--- config.mk ---
export PLATFORM = sky130hd
export DESIGN_NAME = vram_fetcher
export DESIGN_NICKNAME = d
export VERILOG_FILES = /design/src/rtl/vram_fetcher_pkg.sv /design/src/rtl/vfetch_fifo.sv /design/src/rtl/vram_fetcher.sv
export SDC_FILE = /design/constraint.sdc
export NUM_CORES = 1
export LEC_CHECK = 0
export ABC_AREA = 1
export BUFFER_PORTS_ARGS = -buffer_cell sky130_fd_sc_hd__buf_2
export CORE_MARGIN = 3
export CORE_UTILIZATION = 50
export DETAILED_ROUTE_END_ITERATION = 16
export PLACE_DENSITY = 0.69
export REMOVE_ABC_BUFFERS = 1
export SKIP_CTS_REPAIR_TIMING = 1
export SLEW_MARGIN = 20
export SYNTH_ARGS = -nofsm -noshare
export SYNTH_HDL_FRONTEND = slang
export SYNTH_SLANG_ARGS = --single-unit
--- constraint.sdc ---
create_clock -name clk -period 3.1 [get_ports clk]
set_input_delay 0 -clock clk [delete_from_list [all_inputs] [get_ports clk]]
set_output_delay 0 -clock clk [all_outputs]
set_load 0.05 [all_outputs]
--- src/rtl/vram_fetcher_pkg.sv ---
// vram_fetcher_pkg: shared definitions for the VRAM line fetcher.
//   VADDR_W       - SRAM byte-address width
//   fetch_state_e - fetcher FSM encoding (IDLE=0, ASIC1=1, ASIC2=2, GAP=3)
package vram_fetcher_pkg;

  localparam int unsigned VADDR_W = 19;

  typedef enum logic [1:0] {
    IDLE  = 2'd0,
    ASIC1 = 2'd1,
    ASIC2 = 2'd2,
    GAP   = 2'd3
  } fetch_state_e;

endpackage

--- src/rtl/vfetch_fifo.sv ---
// vfetch_fifo: synchronous first-word-fall-through byte FIFO.
//   clk, rst_n  - clock, asynchronous active-low reset
//   flush       - empty the FIFO (has priority over push/pop)
//   push, wdata - write one entry (never issued when full)
//   pop         - remove head entry; ignored while empty
//   head        - head entry, or the last popped byte while empty
//   valid       - FIFO non-empty
//   count       - current occupancy
module vfetch_fifo #(
  parameter int unsigned DEPTH = 8,
  parameter int unsigned WIDTH = 8
) (
  input  logic                       clk,
  input  logic                       rst_n,
  input  logic                       flush,
  input  logic                       push,
  input  logic [WIDTH-1:0]           wdata,
  input  logic                       pop,
  output logic [WIDTH-1:0]           head,
  output logic                       valid,
  output logic [$clog2(DEPTH):0]     count
);

  localparam int unsigned PTR_W = $clog2(DEPTH);

  logic [WIDTH-1:0] mem [DEPTH];
  logic [PTR_W-1:0] wr_ptr;
  logic [PTR_W-1:0] rd_ptr;
  logic [WIDTH-1:0] last_q;
  logic             do_pop;

  assign valid  = (count != '0);
  assign do_pop = pop && valid;
  // While empty the head shows the most recently popped byte.
  assign head   = valid ? mem[rd_ptr] : last_q;

  always_ff @(posedge clk) begin
    if (push && !flush) mem[wr_ptr] <= wdata;
  end

  always_ff @(posedge clk or negedge rst_n) begin
    if (!rst_n) begin
      wr_ptr <= '0;
      rd_ptr <= '0;
      count  <= '0;
      last_q <= '0;
    end else if (flush) begin
      wr_ptr <= '0;
      rd_ptr <= '0;
      count  <= '0;
    end else begin
      if (push) wr_ptr <= wr_ptr + 1'b1;
      if (do_pop) begin
        rd_ptr <= rd_ptr + 1'b1;
        last_q <= mem[rd_ptr];
      end
      case ({push, do_pop})
        2'b10:   count <= count + 1'b1;
        2'b01:   count <= count - 1'b1;
        default: count <= count;
      endcase
    end
  end

endmodule

--- src/rtl/vram_fetcher.sv ---
// vram_fetcher: ASIC-side video reader on the time-shared SRAM port.
// Fetches BYTES_PER_LINE bytes per line_start into a pixel FIFO, taking
// two-clock ASIC slots separated by at least CPU_GAP CPU clocks.
//   clk, rst_n    - clock, asynchronous active-low reset
//   frame_start   - latch screen_base, reset line counter, flush FIFO
//   line_start    - open next display line (active if fetch_en)
//   fetch_en      - line inside display window
//   screen_base   - byte address of line 0
//   whichturn     - 1 while the ASIC owns the SRAM slot
//   vramaddr      - SRAM address for the current ASIC slot
//   data_to_asic  - SRAM read data
//   pix_rd        - serializer pop request
//   pix_data      - FIFO head byte (FWFT)
//   pix_valid     - FIFO non-empty
//   line_done     - pulse after the last byte of a line is captured
//   underrun      - sticky underrun flag
// Optional: define VFETCH_UNDERRUN_EN to enable underrun detection.
module vram_fetcher
  import vram_fetcher_pkg::*;
#(
  parameter int unsigned BYTES_PER_LINE = 128,
  parameter int unsigned FIFO_DEPTH     = 8,
  parameter int unsigned CPU_GAP        = 3
) (
  input  logic        clk,
  input  logic        rst_n,
  input  logic        frame_start,
  input  logic        line_start,
  input  logic        fetch_en,
  input  logic [18:0] screen_base,
  output logic        whichturn,
  output logic [18:0] vramaddr,
  input  logic [7:0]  data_to_asic,
  input  logic        pix_rd,
  output logic [7:0]  pix_data,
  output logic        pix_valid,
  output logic        line_done,
  output logic        underrun
);

  localparam int unsigned LB    = $clog2(BYTES_PER_LINE);
  localparam int unsigned BI_W  = LB + 1;
  localparam int unsigned CNT_W = $clog2(FIFO_DEPTH) + 1;
  localparam int unsigned GAP_W = $clog2(CPU_GAP + 1);

  fetch_state_e         state;
  fetch_state_e         state_nxt;
  logic [VADDR_W-1:0]   base_q;
  logic [VADDR_W-1:0]   line_cnt;
  logic [BI_W-1:0]      byte_idx;
  logic                 line_active;
  logic                 first_line;
  logic                 discard;
  logic [GAP_W-1:0]     gap_cnt;
  logic [CNT_W-1:0]     fifo_count;
  logic                 abort_evt;
  logic                 slot_ok;
  logic                 capture;
  logic                 last_byte;
  logic [VADDR_W-1:0]   slot_addr;

  assign abort_evt = line_start || frame_start;
  assign last_byte = (byte_idx == BI_W'(BYTES_PER_LINE - 1));

  // No new slot is opened in a cycle that redefines the line.
  assign slot_ok = line_active && (byte_idx < BI_W'(BYTES_PER_LINE)) &&
                   (fifo_count < CNT_W'(FIFO_DEPTH)) && !abort_evt;

  // A slot aborted during ASIC1 (discard) or at the ASIC2 edge is not pushed.
  assign capture = (state == ASIC2) && line_active && !discard && !abort_evt;

  assign slot_addr = base_q + (line_cnt << LB) + VADDR_W'(byte_idx);

  always_comb begin
    state_nxt = state;
    case (state)
      IDLE:    if (slot_ok) state_nxt = ASIC1;
      ASIC1:   state_nxt = ASIC2;
      ASIC2:   state_nxt = GAP;
      GAP:     if (gap_cnt == GAP_W'(CPU_GAP - 1)) state_nxt = slot_ok ? ASIC1 : IDLE;
      default: state_nxt = IDLE;
    endcase
  end

  always_ff @(posedge clk or negedge rst_n) begin
    if (!rst_n) begin
      state     <= IDLE;
      whichturn <= 1'b0;
      vramaddr  <= '0;
      gap_cnt   <= '0;
      discard   <= 1'b0;
    end else begin
      state     <= state_nxt;
      whichturn <= (state_nxt == ASIC1) || (state_nxt == ASIC2);
      if (state_nxt == ASIC1 && state != ASIC1) vramaddr <= slot_addr;
      gap_cnt   <= (state == GAP) ? gap_cnt + 1'b1 : '0;
      if (state == ASIC1 && abort_evt) discard <= 1'b1;
      else if (state == ASIC2)         discard <= 1'b0;
    end
  end

  always_ff @(posedge clk or negedge rst_n) begin
    if (!rst_n) begin
      base_q      <= '0;
      line_cnt    <= '0;
      byte_idx    <= '0;
      line_active <= 1'b0;
      first_line  <= 1'b1;
      line_done   <= 1'b0;
    end else begin
      line_done <= capture && last_byte;
      if (frame_start) base_q <= screen_base;
      if (line_start) begin
        // frame_start together with line_start opens line 0.
        if (frame_start || first_line) line_cnt <= '0;
        else                           line_cnt <= line_cnt + 1'b1;
        first_line  <= 1'b0;
        byte_idx    <= '0;
        line_active <= fetch_en;
      end else if (frame_start) begin
        line_cnt    <= '0;
        first_line  <= 1'b1;
        line_active <= 1'b0;
      end else if (capture) begin
        byte_idx <= byte_idx + 1'b1;
        if (last_byte) line_active <= 1'b0;
      end
    end
  end

  vfetch_fifo #(
    .DEPTH (FIFO_DEPTH),
    .WIDTH (8)
  ) u_fifo (
    .clk   (clk),
    .rst_n (rst_n),
    .flush (frame_start),
    .push  (capture),
    .wdata (data_to_asic),
    .pop   (pix_rd),
    .head  (pix_data),
    .valid (pix_valid),
    .count (fifo_count)
  );

`ifdef VFETCH_UNDERRUN_EN
  always_ff @(posedge clk or negedge rst_n) begin
    if (!rst_n)                                  underrun <= 1'b0;
    else if (frame_start)                        underrun <= 1'b0;
    else if (pix_rd && !pix_valid && line_active) underrun <= 1'b1;
  end
`else
  assign underrun = 1'b0;
`endif

endmodule
# Yosys cells after proc, flatten, opt, wreduce, memory -nomap -nowiden
# Memories as Yosys holds them, arrays and structs flattened.
# Index checks and enable logic that the tools add are counted.
[totals] reg_bits=92 ram_bits=64 inputBits=33 output_inout_bits=31 wordCells=97 memories=1
[op_classes] add_sub_neg=9 order_cmp=2 eq_ne=11 mux=28 bitwise_logic=1 n_reduce_logical=30
[mem_list] memory="u_fifo.mem" depth=8 width=8 rd=1 rd_clocked_by_memory_dff=0 wr=1 line="vfetch_fifo.sv:26" source="logic [WIDTH-1:0] mem [DEPTH];"
[op_table] operator="19-bit two-way mux" count=3
[op_table] operator="8-bit two-way mux" count=4
[op_table] operator="19-bit by 1-bit adder with 19-bit output, second input constant" count=1
[op_table] operator="19-bit adder" count=1
[op_table] operator="19-bit by 8-bit adder with 19-bit output" count=1
[op_table] operator="3-bit two-way mux" count=4
[op_table] operator="1-bit logical AND" count=11
[op_table] operator="1-bit two-way mux" count=11
[op_table] operator="2-bit == test, second input constant" count=5
[op_table] operator="2-bit nonzero test" count=5
[op_table] operator="3-bit nonzero test" count=3
[op_table] operator="8-bit by 1-bit adder with 8-bit output, second input constant" count=1
[op_table] operator="8-bit by 7-bit == test with 1-bit output, second input constant" count=1
[op_table] operator="8-bit < comparator, second input constant" count=1
[op_table] operator="2-bit one-hot mux with 4 select lines" count=1
[op_table] operator="4-bit one-hot mux with 2 select lines" count=1
[op_table] operator="3-bit by 1-bit adder with 3-bit output, second input constant" count=2
[op_table] operator="2-bit by 1-bit == test with 1-bit output, second input constant" count=3
[op_table] operator="2-bit two-way mux" count=3
[op_table] operator="2-bit AND reduction" count=3
[op_table] operator="4-bit by 1-bit adder with 4-bit output, second input constant" count=1
[op_table] operator="4-bit < comparator, second input constant" count=1
[op_table] operator="4-bit two-way mux" count=1
[op_table] operator="2-bit by 1-bit != test with 1-bit output, second input constant" count=2
[op_table] operator="other kinds (7)" count=11

# Depth between registers and ports, before layout
# Gate-level depths: netlist of run 1.
[depth] word_depth=9 ltp_mapped=14 mapped_depth_nobuf=14

# Modules after synthesis
# A second synthesis of run 1 with hierarchy kept.
[hier_totals] hier_cells=838 hier_area_um2=7606.0
[modules_own_cells] mod="vram_fetcher" n_inst=1 cells_each=521 area_per_inst_um2=4098.9 seq_area_each_um2=1677.9
[modules_own_cells] mod="vfetch_fifo" n_inst=1 cells_each=317 area_per_inst_um2=3507.1 seq_area_each_um2=2372.3

# Worst setup path before layout of run 1
# OpenSTA, ideal clock, no wires.
[synth_path] path_kind="register to output" from="reg u_fifo.rd_ptr[0]" to="out pix_data[3]" t_arrival_ns=2.189 t_required_ns=3.100 setup_slack_ns=0.911 stages_incl_launch_ff=8 path_buffers=2 path_cell_list="dfrtp_1 > buf_2 > inv_1 > buf_2 > nor2_1 > o22ai_1 > o21ai_0 > o21ai_0"
[synth_via] elab_chain_len=2
[synth_lines] item="from (decl)" line="vfetch_fifo.sv:28" source="logic [PTR_W-1:0] rd_ptr;"
[synth_lines] item="from (signal assigned)" line="vfetch_fifo.sv:54" source="rd_ptr <= rd_ptr + 1'b1;"
[synth_lines] item="memory read 8 x 8 bit"
[synth_lines] item="8-bit two-way mux" line="vfetch_fifo.sv:35" source="assign head = valid ? mem[rd_ptr] : last_q;"
[synth_lines] item="to (decl)" line="vram_fetcher.sv:35" source="output logic [7:0] pix_data,"
# Every way passes these cells.

# Worst setup path after layout of run 1
[layout_path] from="reg u_fifo.rd_ptr[1]" to="out pix_data[5]"
# The elaborated chain is that of the path after synthesis.

==> results.json, run 1 <==
{
  "outcome": "finished clean",
  "drv_slew": 0,
  "grt_first_pass_wirelength_um": 26900,
  "cap_viol_max_count": 0,
  "grt_max_degree": 86,
  "io_pins": 64,
  "area_growth_pct": 19.4,
  "worstSetupStartpointType": "flop",
  "portBuffers": 62,
  "r2r_slack_ns": 0.76,
  "dpl_cell_area_um2": 7920,
  "p_per_area_nw_per_um2": 761,
  "worst_pin_slew_ns": 1.11,
  "die_w_um": 128,
  "p_leak_nw": 4.06,
  "h-tree-depth": 4,
  "hold_class": "in2async",
  "synthXorXnorAreaFrac_pct": 1.89,
  "antenna_found_initial": 0,
  "power_mw": 6.74,
  "internal_power_mw": 4.15,
  "grt.total_usage_pct": 20.9,
  "seq_area_um2": 4050,
  "cts_tree": "yes",
  "clock_path_buffers": 2,
  "routed_wl_um": 16800,
  "period_share_pct": 85.9,
  "synthAdderAreaFrac_pct": 7.62,
  "p_sw_mw": 2.59,
  "final_layout_size_suffix_gt1_share_pct": 13.6,
  "vias": 5791,
  "cp.arrival_ns": 2.66,
  "hpwl_um": 11200,
  "syn_inst": 791,
  "cts_buffers": 17,
  "synth_compound_area_share_pct": 10.6,
  "drtIter0Drc": 481,
  "swShare_pct": 38.4,
  "fin_skew_ns": 0.00710,
  "fillers": 1175,
  "utilization_pct": 62.3,
  "yosys.area_share.simple_pct": 18.9,
  "fmax_ghz": 0.375,
  "dieArea_um2": 16300,
  "seq_area_frac_synth_pct": 54.6,
  "finish.instance_area_um2": 8850,
  "rsz0062_at_grt": "no",
  "rows": 43,
  "clock-root-buffer": "clkbuf_16",
  "die_h_um": 128,
  "fin_ws_ns": 0.436,
  "timing.slew.headroom_pct": 26.3,
  "synth-seq-cells": 149,
  "nets": 969,
  "insertion_delay_ns": 0.42,
  "routedWlPerCell_um": 15.5,
  "p_comb_share_pct": 31.8,
  "rr_startpoint": "line_cnt[0]$_DFFE_PN0P_",
  "muxShareOfSynthArea_pct": 1.08,
  "ir_drop_mv": 0.497,
  "grt_pass1_vias": 5341,
  "finalSetupTns_ns": 0,
  "crit_path_max_fanout": 34,
  "syn_area_um2": 7420,
  "crit_required_ns": 3.10,
  "routabilityCongestion": 0.845,
  "fin_crit_ns": 2.66,
  "setup_viol": 0,
  "p_seq_share_pct": 37.0,
  "grt_overflow": 0,
  "drc": 0,
  "multi_input_area_um2": 2990,
  "layout_common_cells": "192 x nand2_1, 85 x o21ai_0, 84 x dfrtp_1, 70 x nor2_1, 64 x edfxtp_1",
  "synth_top_family_by_area": "simple AND/OR/NAND/NOR gates",
  "pwr-share-clk_pct": 31.2,
  "critical_path_class": "reg2out",
  "postRouteAntennaNets": 0,
  "layout_commonest_cell": "nand2_1",
  "cts_sinks": 149,
  "synth_warnings": 0,
  "antenna_cells": 0,
  "core_um2": 14200,
  "synth.distinct_cells": 37,
  "vias_per_cell": 5.34,
  "r2r_end": "vramaddr[18]$_DFFE_PN0P_",
  "avgSynthCellArea_um2": 9.38,
  "r2r_cells": 13,
  "dp_worst_setup_slack_ns": 0.609,
  "clkSlewWorstSetupHoldPaths_ns": 0.06,
  "start_util_pct": 52.2,
  "hold_viol_final": 0,
  "drt_pre_antenna_iters": 5,
  "critical_path.endpoint_type": "output pin"
}
-- power groups by stage --
| stage | Sequential, mW | Combinational (mW) | Clock [mW] |
|---|---|---|---|
| after global routing | 2.53 | 2.36 | 2.22 |
| after global placement | 2.51 | 2.06 | 0 |
| after CTS | 2.49 | 2.12 | 2.14 |
| after detailed placement | 2.52 | 2.11 | 0 |
| after floorplan | 2.90 | 1.15 | 0 |
| final | 2.49 | 2.14 | 2.10 |
-- area by class of cell --
cell class	count	share of cell area, %
clock inverters	14	1.99
repair buffers	105	8.13
flip-flops and latches	149	45.7
well taps	180	2.54
multi-input cells	549	33.8
clock buffers	18	4.85
inverters	70	2.97
-- worst max path at each step --
stage                            startpoint                       end  slack (ns)  cells past startpoint
6_report       u_fifo.rd_ptr[1]$_DFFE_PN0P_               pix_data[5]        0.44                      5
5_1_grt        u_fifo.rd_ptr[1]$_DFFE_PN0P_               pix_data[5]        0.21                      5
4_1_cts        u_fifo.rd_ptr[1]$_DFFE_PN0P_               pix_data[5]        0.43                      5
3_5_place_dp           gap_cnt[0]$_DFF_PN0_  vramaddr[18]$_DFFE_PN0P_        0.61                     10
3_3_place_gp           gap_cnt[0]$_DFF_PN0_  vramaddr[12]$_DFFE_PN0P_        0.71                     10
2_1_floorplan            state[0]$_DFF_PN0_  vramaddr[11]$_DFFE_PN0P_        0.21                      5
-- metal layers --
metal,up-vias,GRT usage [%],part of all wire [%]
li1,2873,-,-
met1,2733,30.6,48
met2,155,31.0,45
met3,30,4.17,4.8
met4,0,7.49,2.2
met5,-,0,0
-- through the flow --
| step | instances | hold WS [ns] |
|---|---|---|
| floorplan | 768 | -0.296 |
| CTS | 1053 | -0.234 |
| global placement | 1021 | 0.203 |
| global route | 1085 | 0.298 |
| detailed placement | 1021 | 0.210 |
| finish | 1085 | 0.216 |
-- kinds of logic (layout without fill, tap and decap cells) --
| group | after synthesis | in the layout |
|---|---|---|
| fa+ha+maj | 44 | 44 |
| simple gates | 332 | 332 |
| compound gates | 148 | 148 |
| xor+xnor | 16 | 16 |
| buf+inv | 93 | 207 |
| flops | 149 | 149 |
| other cells | 1 | 1 |
| mux | 8 | 8 |
-- synth_stat cells (all sizes together) --
cell type    n  area (µm²)
nand4        4        25.0
ha          42         526
a31oi        1        6.26
o21ai       96         480
nor2        73         292
edfxtp      64        1920
o211ai       8        60.1
a21oi       26         130
nor4         1        6.26
nand3b       7        52.6
o22ai       14        87.6
clkbuf       7        26.3
conb         1        3.75
xnor2       10        87.6
dfstp        1        26.3
dfrtp       84        2100
mux2i        8        80.1
buf         16        98.8
nor3        11        55.1
a21o         1        7.51
fa           2        40.0
a22o         2        17.5
xor2         6        52.6
nand2      199         769
clkinv       2        7.51
nand3       37         200
inv         68         255
-- state kept, by name, summed over array words and instances (netlist names) --
register and cells:
base_q 19, byte_idx 8, discard 1, first_line 1
gap_cnt 2, line_active 1, line_cnt 12, line_done 1
state 2, u_fifo.count 4, u_fifo.last_q 8, u_fifo.mem 64
u_fifo.rd_ptr 3, u_fifo.wr_ptr 3, vramaddr 19, whichturn 1
-- critical path: stages, from the launching register on --
cell,delay (ns)
dfrtp_1,1.07
o21ai_0,0.21
o211ai_1,0.25
o21ai_0,0.21
o21ai_0,0.22
buf_2,0.29
No activity file was read; power rests on OpenSTA's default activity.
==> inputs of run 2 (changes only) <==
--- a/config.mk
+++ b/config.mk
@@ -5,7 +5,6 @@
 export SDC_FILE = /design/constraint.sdc
 export NUM_CORES = 1
 export LEC_CHECK = 0
-export ABC_AREA = 1
 export BUFFER_PORTS_ARGS = -buffer_cell sky130_fd_sc_hd__buf_2
 export CORE_MARGIN = 3
 export CORE_UTILIZATION = 50
==> run 2 against run 1 <==
Against the previous run:
- critical path depth grew 5
- clock skew grew 0.0016 ns
- die area is essentially flat
- clock power shrank 2%
- utilization shrank 0.25 points
- fmax shrank 4.4%
- register-to-register slack lost 0.45 ns
- count of clock-buffer cells in the layout grew 3
- highest routed layer unchanged
- sequential share of layout area grew 0.18 points
- via count shrank 10%
- worst setup slack lost 0.12 ns
- critical path type is now reg2reg
- sequential cell count is the same
==> results.json, run 2 <==
{
  "routabilityCongestion": 0.850,
  "grt_pass1_vias": 5134,
  "top_register": "u_fifo.mem",
  "fmax_ghz": 0.359,
  "worst_pin_slew_ns": 1.05,
  "antenna_found_initial": 0,
  "swShare_pct": 37.8,
  "drt_pre_antenna_iters": 5,
  "clock-root-buffer": "clkbuf_16",
  "nets": 800,
  "rows": 43,
  "portBuffers": 62,
  "outcome": "finished clean",
  "synthArstFlopShare_pct": 57.0,
  "synth-edff-count": 64,
  "synthAdderAreaFrac_pct": 7.62,
  "final_layout_size_suffix_gt1_share_pct": 20.7,
  "area_growth_pct": 18.8,
  "biggestRegsByFlops": "u_fifo.mem x64, base_q x19, vramaddr x19",
  "clock_path_buffers": 2,
  "drv_slew": 0,
  "synth-seq-cells": 149,
  "fin_crit_ns": 2.79,
  "syn_inst": 630,
  "p_leak_nw": 3.74,
  "dieArea_um2": 16300,
  "netlist.area_leader.share_pct": 28.3,
  "synth.most_common_cell": "dfrtp_1",
  "synth.distinct_cells": 60,
  "crit_required_ns": 3.41,
  "yosys.area_share.simple_pct": 12.5,
  "dpl_cell_area_um2": 7920,
  "period_share_pct": 89.9,
  "syn_area_um2": 7420,
  "drc": 0,
  "p_seq_share_pct": 36.4,
  "hpwl_um": 10400,
  "finalSetupTns_ns": 0,
  "largest_register_ffs": 64,
  "synthXorXnorAreaFrac_pct": 3.19,
  "ir_drop_mv": 0.476,
  "grt_overflow": 0,
  "cp_slowest_cell": "fa_1",
  "grt_max_degree": 86,
  "io_pins": 64,
  "cts_tree": "yes",
  "internal_power_mw": 4.25,
  "h-tree-depth": 4,
  "start_util_pct": 52.3,
  "hold_viol_final": 0,
  "hold_class": "in2reg",
  "drtIter0Drc": 417,
  "layout_commonest_cell": "dfrtp_1",
  "synth_top_family_by_area": "simple AND/OR/NAND/NOR gates",
  "fin_skew_ns": 0.00866,
  "vias": 5202,
  "timing.slew.headroom_pct": 29.7,
  "crit_path_max_fanout": 5,
  "synth_compound_area_share_pct": 9.59,
  "slowest_delay_ns": 0.50,
  "clkSlewWorstSetupHoldPaths_ns": 0.06,
  "die_w_um": 128,
  "muxShareOfSynthArea_pct": 9.52,
  "vias_per_cell": 5.68,
  "routed_wl_um": 15600,
  "p_comb_share_pct": 33.6,
  "setup_viol": 0,
  "cap_viol_max_count": 0,
  "insertion_delay_ns": 0.42,
  "timing.hold.ws_ns": 0.00661,
  "synth_area_leaders": "dfrtp_1 28%, edfxtp_1 26%, ha_1 7.1%",
  "grt.total_usage_pct": 20.0,
  "ys_dominant_reg_cell": "dfrtp_1",
  "routedWlPerCell_um": 17.0,
  "finish.instance_area_um2": 8820,
  "synth_common_cells": "84 x dfrtp_1, 64 x edfxtp_1, 60 x nand2_1",
  "avgSynthCellArea_um2": 11.8,
  "pwr-share-clk_pct": 30.0,
  "critPathMostFrequentCell": "inv_1",
  "grt_first_pass_wirelength_um": 25700,
  "antenna_cells": 0,
  "postRouteAntennaNets": 0,
  "core_um2": 14200,
  "yosysTopAreaCell": "dfrtp_1",
  "layout_common_cells": "84 x dfrtp_1, 64 x edfxtp_1, 61 x buf_2, 60 x nand2_1, 59 x nor2_1",
  "cts_sinks": 149,
  "cts_buffers": 17,
  "cp.arrival_ns": 3.10,
  "synth_warnings": 0,
  "critical_path_class": "reg2reg",
  "critical_path.endpoint_type": "flop",
  "p_sw_mw": 2.58,
  "path_cells": "inv_1 -> fa_1 -> inv_1 -> ha_1 -> a21oi_1 -> o21ai_1 -> a22oi_1 -> nand2_1 -> a221o_1 -> a41o_1",
  "worstSetupStartpointType": "flop",
  "p_per_area_nw_per_um2": 775,
  "seq_area_frac_synth_pct": 54.6,
  "rsz0062_at_grt": "no",
  "die_h_um": 128
}
==> run 2: through the flow <==
stage               utilization, %  std cells  setup WS, ns  power (mW)
detailed placement            55.8        854         0.342        4.80
floorplan                        -        599         0.550        4.22
global placement              55.8        854         0.436        4.74
global route                  62.1        916        0.0633        7.17
finish                        62.1        916         0.312        6.83
CTS                           59.9        886         0.331        6.85
==> run 2: critical path, delay by kind of cell, from the launching register on <==
| family | cells | cell delay (ns) |
|---|---|---|
| buffers and inverters | 2 | 0.12 |
| DFF | 1 | 0.41 |
| AOI/OAI and AO/OA | 5 | 1.35 |
| adders and majority gates | 2 | 0.70 |
| and+or+nand+nor | 1 | 0.12 |
==> run 2: area by class of cell <==
cell class,count,area [µm²]
tap,180,225
timing repair buffer,105,714
sequential,149,4050
multi-input combinational,429,3160
inverter,21,78.8
clock inverter,11,124
fill,1144,5390
clock buffer,21,470
==> run 2: kinds of logic after synthesis <==
group           after synthesis
simple gates                193
flops                       149
compound gates              116
buf+inv                      52
mux                          48
fa+ha+maj                    44
xor+xnor                     27
other cells                   1
==> run 2: layer usage <==
layer / up-vias / GRT usage, % / share of wire [%]
li1: 2487 / - / -
met1: 2586 / 27.8 / 46
met2: 105 / 31.3 / 48
met3: 24 / 4.79 / 4.1
met4: 0 / 6.74 / 1.7
met5: - / 0 / 0
==> run 2: path summary, 6_finish.rpt <==
kind                       cells past startpoint  slack, ns                     from                            to
min reg2reg                                    1       0.43     gap_cnt[0]$_DFF_PN0_          gap_cnt[0]$_DFF_PN0_
min in group asynchronous                      2       0.19                    rst_n        base_q[14]$_DFFE_PN0P_
max                                           10       0.31  line_cnt[0]$_DFFE_PN0P_      vramaddr[16]$_DFFE_PN0P_
max reg2reg                                   10       0.31  line_cnt[0]$_DFFE_PN0P_      vramaddr[16]$_DFFE_PN0P_
max in group asynchronous                      2       2.35                    rst_n  u_fifo.last_q[4]$_DFFE_PN0P_
min                                            3      0.007                   pix_rd   u_fifo.count[1]$_DFFE_PN0P_
==> run 2: power by group through the flow <==
stage	clock [mW]	combinational, mW	sequential (mW)
finish	2.05	2.30	2.48
global route	2.18	2.48	2.52
CTS	2.08	2.29	2.48
detailed placement	0	2.28	2.52
global placement	0	2.24	2.50
floorplan	0	1.28	2.94
